`src/rtl/gmii_tx_framer.sv`:
```
// GMII transmit framer: wraps a valid/ready/last byte stream in preamble, SFD,
// zero padding and CRC-32 FCS, then enforces the inter-frame gap.
module gmii_tx_framer #(
    parameter int unsigned MIN_PAYLOAD = 60,
    parameter int unsigned IFG_BYTES   = 12
) (
    input  logic        clk_125,
    input  logic        reset,
    input  logic [7:0]  in_data,
    input  logic        in_valid,
    input  logic        in_last,
    output logic        in_ready,
    output logic [7:0]  gmii_txd,
    output logic        gmii_tx_en,
    output logic        gmii_tx_er,
    output logic        busy,
    output logic [15:0] frame_count,
    output logic [15:0] underrun_count
);

    typedef enum logic [2:0] {
        S_IDLE, S_PRE, S_SFD, S_DATA, S_PAD, S_FCS, S_IFG, S_DROP
    } state_t;

    localparam logic [10:0] MIN_LEN  = 11'(MIN_PAYLOAD);
    localparam logic [7:0]  IFG_LAST = 8'(IFG_BYTES - 1);
    localparam logic [31:0] CRC_POLY = 32'hEDB88320;

    state_t      state_q, state_d;
    logic [7:0]  step_q, step_d;
    logic [10:0] len_q, len_d;
    logic [31:0] crc_q, crc_d;
    logic [7:0]  txd_q, txd_d;
    logic        tx_en_q, tx_en_d;
    logic        tx_er_q, tx_er_d;
    logic [15:0] frame_count_q, frame_count_d;
    logic [15:0] underrun_count_q, underrun_count_d;
    logic [10:0] len_inc;
    logic [31:0] fcs;

    function automatic logic [31:0] crc_byte(input logic [31:0] crc, input logic [7:0] data);
        logic [31:0] c;
        c = crc;
        for (int i = 0; i < 8; i++) begin
            c = (c[0] ^ data[i]) ? ((c >> 1) ^ CRC_POLY) : (c >> 1);
        end
        return c;
    endfunction

    // Outputs are computed from the current state and registered, so the wire
    // lags the state by one cycle (SFD is on the wire while the state is DATA).
    always_comb begin
        state_d          = state_q;
        step_d           = step_q;
        len_d            = len_q;
        crc_d            = crc_q;
        txd_d            = 8'h00;
        tx_en_d          = 1'b0;
        tx_er_d          = 1'b0;
        frame_count_d    = frame_count_q;
        underrun_count_d = underrun_count_q;
        len_inc          = (len_q == 11'h7FF) ? len_q : len_q + 11'd1;
        fcs              = ~crc_q;

        case (state_q)
            S_IDLE: begin
                step_d = 8'd0;
                if (in_valid) state_d = S_PRE;
            end
            S_PRE: begin
                txd_d   = 8'h55;
                tx_en_d = 1'b1;
                if (step_q == 8'd6) begin
                    step_d  = 8'd0;
                    state_d = S_SFD;
                end else begin
                    step_d = step_q + 8'd1;
                end
            end
            S_SFD: begin
                txd_d   = 8'hD5;
                tx_en_d = 1'b1;
                crc_d   = 32'hFFFFFFFF;
                len_d   = 11'd0;
                state_d = S_DATA;
            end
            S_DATA: begin
                tx_en_d = 1'b1;
                if (in_valid) begin
                    txd_d = in_data;
                    crc_d = crc_byte(crc_q, in_data);
                    len_d = len_inc;
                    if (in_last) begin
                        step_d  = 8'd0;
                        state_d = (len_inc < MIN_LEN) ? S_PAD : S_FCS;
                    end
                end else begin
                    tx_er_d          = 1'b1;
                    underrun_count_d = underrun_count_q + 16'd1;
                    state_d          = S_DROP;
                end
            end
            S_PAD: begin
                tx_en_d = 1'b1;
                crc_d   = crc_byte(crc_q, 8'h00);
                len_d   = len_inc;
                if (len_inc >= MIN_LEN) begin
                    step_d  = 8'd0;
                    state_d = S_FCS;
                end
            end
            S_FCS: begin
                tx_en_d = 1'b1;
                txd_d   = fcs[{step_q[1:0], 3'b000} +: 8];
                if (step_q == 8'd3) begin
                    frame_count_d = frame_count_q + 16'd1;
                    step_d        = 8'd0;
                    state_d       = S_IFG;
                end else begin
                    step_d = step_q + 8'd1;
                end
            end
            S_IFG: begin
                // Jump straight to PRE when data is waiting so the gap stays exact.
                if (step_q == IFG_LAST) begin
                    step_d  = 8'd0;
                    state_d = in_valid ? S_PRE : S_IDLE;
                end else begin
                    step_d = step_q + 8'd1;
                end
            end
            S_DROP: begin
                if (in_valid && in_last) begin
                    step_d  = 8'd0;
                    state_d = S_IFG;
                end
            end
            default: state_d = S_IDLE;
        endcase
    end

    always_ff @(posedge clk_125) begin
        if (reset) begin
            state_q          <= S_IDLE;
            step_q           <= 8'd0;
            len_q            <= 11'd0;
            crc_q            <= 32'hFFFFFFFF;
            txd_q            <= 8'h00;
            tx_en_q          <= 1'b0;
            tx_er_q          <= 1'b0;
            frame_count_q    <= 16'd0;
            underrun_count_q <= 16'd0;
        end else begin
            state_q          <= state_d;
            step_q           <= step_d;
            len_q            <= len_d;
            crc_q            <= crc_d;
            txd_q            <= txd_d;
            tx_en_q          <= tx_en_d;
            tx_er_q          <= tx_er_d;
            frame_count_q    <= frame_count_d;
            underrun_count_q <= underrun_count_d;
        end
    end

    assign in_ready       = (state_q == S_DATA) || (state_q == S_DROP);
    assign busy           = (state_q != S_IDLE);
    assign gmii_txd       = txd_q;
    assign gmii_tx_en     = tx_en_q;
    assign gmii_tx_er     = tx_er_q;
    assign frame_count    = frame_count_q;
    assign underrun_count = underrun_count_q;

endmodule

```
`config.mk`:
```
export PLATFORM = sky130hd
export DESIGN_NAME = gmii_tx_framer
export DESIGN_NICKNAME = d
export VERILOG_FILES = /design/src/rtl/gmii_tx_framer.sv
export SDC_FILE = /design/constraint.sdc
export NUM_CORES = 1
export LEC_CHECK = 0
export BUFFER_PORTS_ARGS = -buffer_cell sky130_fd_sc_hd__buf_4
export CORE_ASPECT_RATIO = 2
export CORE_UTILIZATION = 35
export CTS_CLUSTER_DIAMETER = 200
export DETAILED_ROUTE_END_ITERATION = 10
export PLACE_DENSITY_LB_ADDON = 0.2
export SYNTH_ARGS = -nofsm -noshare
export SYNTH_HDL_FRONTEND = slang
export SYNTH_SLANG_ARGS = --single-unit
```
`constraint.sdc`:
```
create_clock -name clk_125 -period 2.91 [get_ports clk_125]
set_input_delay 0.291 -clock clk_125 [delete_from_list [all_inputs] [get_ports clk_125]]
set_output_delay 0.291 -clock clk_125 [all_outputs]
set_load 0.01 [all_outputs]
```
==> impl_results.md <==
* HP Class: in -> reg
* CTS resizes at 0
* Fmax at 410 MHz
* Worst-path clk slew at 70 ps
* Fin nets at 755
* Footprint of the multi-input gates at 3850 sq um
* First-pass GRT wire length at 30100 microns
* CTS Sinks at 96
* Tmin final at 2440 ps
* Final period utilization at 83.9%
* Cells after synthesis at 694
* Setup TNS at 0 ps
* CTS tree: yes
* Status: completed
* TritonCTS Buffers at 9
* Final max-slew violation count at 0
* Crit path required time at 3130 ps
* Largest net degree at the start of global routing at 53
* # DRC at 0
* Area post-placement at 6700 sq um
* Initial antenna violation count at 0
* Leakage at 2.60 nW
* Avg Vias per Cell at 5.63
* Commonest non-fill, non-tap cell in the layout: xnor2_1
* Top-level I/O count at 56
* IO Port Bufs at 55
* Primary FF master, synth: dfxtp_1
* Skew-Pair Late Insertion Delay at 350 ps
* Gp weighted congestion at 0.954
* Rows at 67
* Layout Cell Area excl Fill at 6980 sq um
* Max clock buf depth at 2
* Clk root buf: clkbuf_16
* Setup bufs post-CTS at 0
* Initial DRT Pass Iterations at 4
* Total number of vias at 5344
* Syn Nets at 711
* Worst EP arrival at 2660 ps
* Rel. slew slack at 51.0%
* Post-Syn Area per Cell at 8.73 sq um
* Setup CP Type: reg -> reg
* Final antenna-violating net count at 0
* Detailed placement HPWL at 14100 microns
* Most frequent cells in the layout: 97 x xnor2_1, 96 x dfxtp_1, 93 x nor2_1, 85 x buf_4, 50 x xor2_1
* Max cap viols at 0
* All-layer global routing usage at 22.4%
* Crit end category: register
* Initial Util at 36.0%
* Number of hold buffers added after cts at 0
* Final setup viols at 0
* FF+latch area at 1920 sq um
* Die width at 95.0 microns
* Routed length per instance at 20.0 microns
* EDFF count, synth at 0
* Share of cells above drive strength 1 at 17.4%
* H-tree Lvls at 3
* RSZ-0062 raised after global routing: false
* Layout area overhead at 15.3%
* Register area share after synthesis at 31.7%
* Yosys warnings at 0
* Iter 0 DRT Violations at 288
* Pwr Density at 677 nW/um^2
* Ys async rst share at 0%
* Final Hold Vio Count at 0
* Final antenna diode count at 0
* Clock skew at 9.39 ps
* Worst-Margin Slew at 730 ps
* Worst Path Max Fanout at 7
* Mapped Area at 6060 sq um
* Core area at 16800 sq um
* Synth Register Bits at 96
* Grt ovf at 0
* VDD IR-drop max at 347 uV
* Fill cells at 1693
* Netlist cell types at 65
* Die area at 17900 sq um
* Final core occ at 41.4%
* Height of the die at 188 microns
* Vias in the first global route at 5491
* Total wire length at 19000 microns
* CP Launch Type: register
## final timing paths
kind | start | to | slack [ps] | cells after the start
worst min register to register | frame_count[9]$_SDFFE_PP0P_ | frame_count[9]$_SDFFE_PP0P_ | 520 | 2
worst max-delay path | crc_q[7]$_SDFFE_PP1P_ | crc_q[23]$_SDFFE_PP1P_ | 470 | 5
worst min-delay path | in_valid | gmii_tx_er$_SDFF_PP0_ | 200 | 2
worst max register to register | crc_q[7]$_SDFFE_PP1P_ | crc_q[23]$_SDFFE_PP1P_ | 470 | 5
## layout make-up
class | count | area share (%)
clock inverters | 7 | 0.806
flip-flops and latches | 96 | 27.5
inverters | 9 | 0.484
repair buffers | 85 | 9.14
well taps | 207 | 3.71
multi-input cells | 537 | 55.1
clock buffers | 9 | 3.22
## stage by stage
stage / hold slack (ps) / power (mW) / cells / setup WS [ps]
floorplan: 430 / 3.03 / 694 / 696
global placement: 470 / 3.55 / 934 / 584
detailed placement: 504 / 3.56 / 934 / 523
CTS: 197 / 4.73 / 950 / 498
global route: 201 / 4.97 / 950 / 312
finish: 198 / 4.73 / 950 / 469
## worst max-delay path, stage by stage, from the launching register on
cell and delay (ps):
dfxtp_1 690, xnor2_4 180, xnor3_2 420, xnor3_2 440, a2111oi_2 450, a211oi_1 130
## layer usage
layer  part of all wire [%]  GRT usage, %
met1                     35          22.5
met2                     53          39.7
met3                    4.7          4.38
met4                    7.0          16.4
met5                      0             0
## Yosys cell counts (10+ instances only)
library cell / number / share of area [%]
a21oi_1: 42 / 3.5
xor2_1: 50 / 7.2
o21bai_1: 15 / 1.9
nand3_1: 20 / 1.7
dfxtp_1: 96 / 32
nand2_1: 33 / 2.0
nor2_1: 93 / 5.8
o21ai_0: 23 / 1.9
a211oi_1: 10 / 1.2
nand4_1: 14 / 1.4
xnor2_1: 97 / 14
clkbuf_1: 29 / 1.8
nor3_1: 10 / 0.83
buf_2: 10 / 0.83
## where the power goes
| part | leakage [nW] | internal (mW) | switching (mW) |
|---|---|---|---|
| combinational | 1.69 | 0.876 | 1.09 |
| sequential | 0.776 | 1.41 | 0.180 |
| clock | 0.130 | 0.590 | 0.578 |
## state kept, by name, summed over array words and instances, names as in the netlist, named ones only
signal,cells
underrun_count,16
step_q,8
frame_count,16
len_q,11
gmii_txd,8
gmii_tx_en,1
gmii_tx_er,1
state_q,2
crc_q,32
## logic make-up after synthesis
family,Yosys count,share of synthesized area [%]
AND/OR/NAND/NOR,210,16.7
AO/OA/AOI/OAI,156,18.0
XOR/XNOR,156,24.4
flip-flops,96,31.7
buffers and inverters,61,4.81
multiplexers,10,3.30
adder cells (fa/ha/maj),5,1.03
Note: power is estimated with default switching activity, not from simulation.
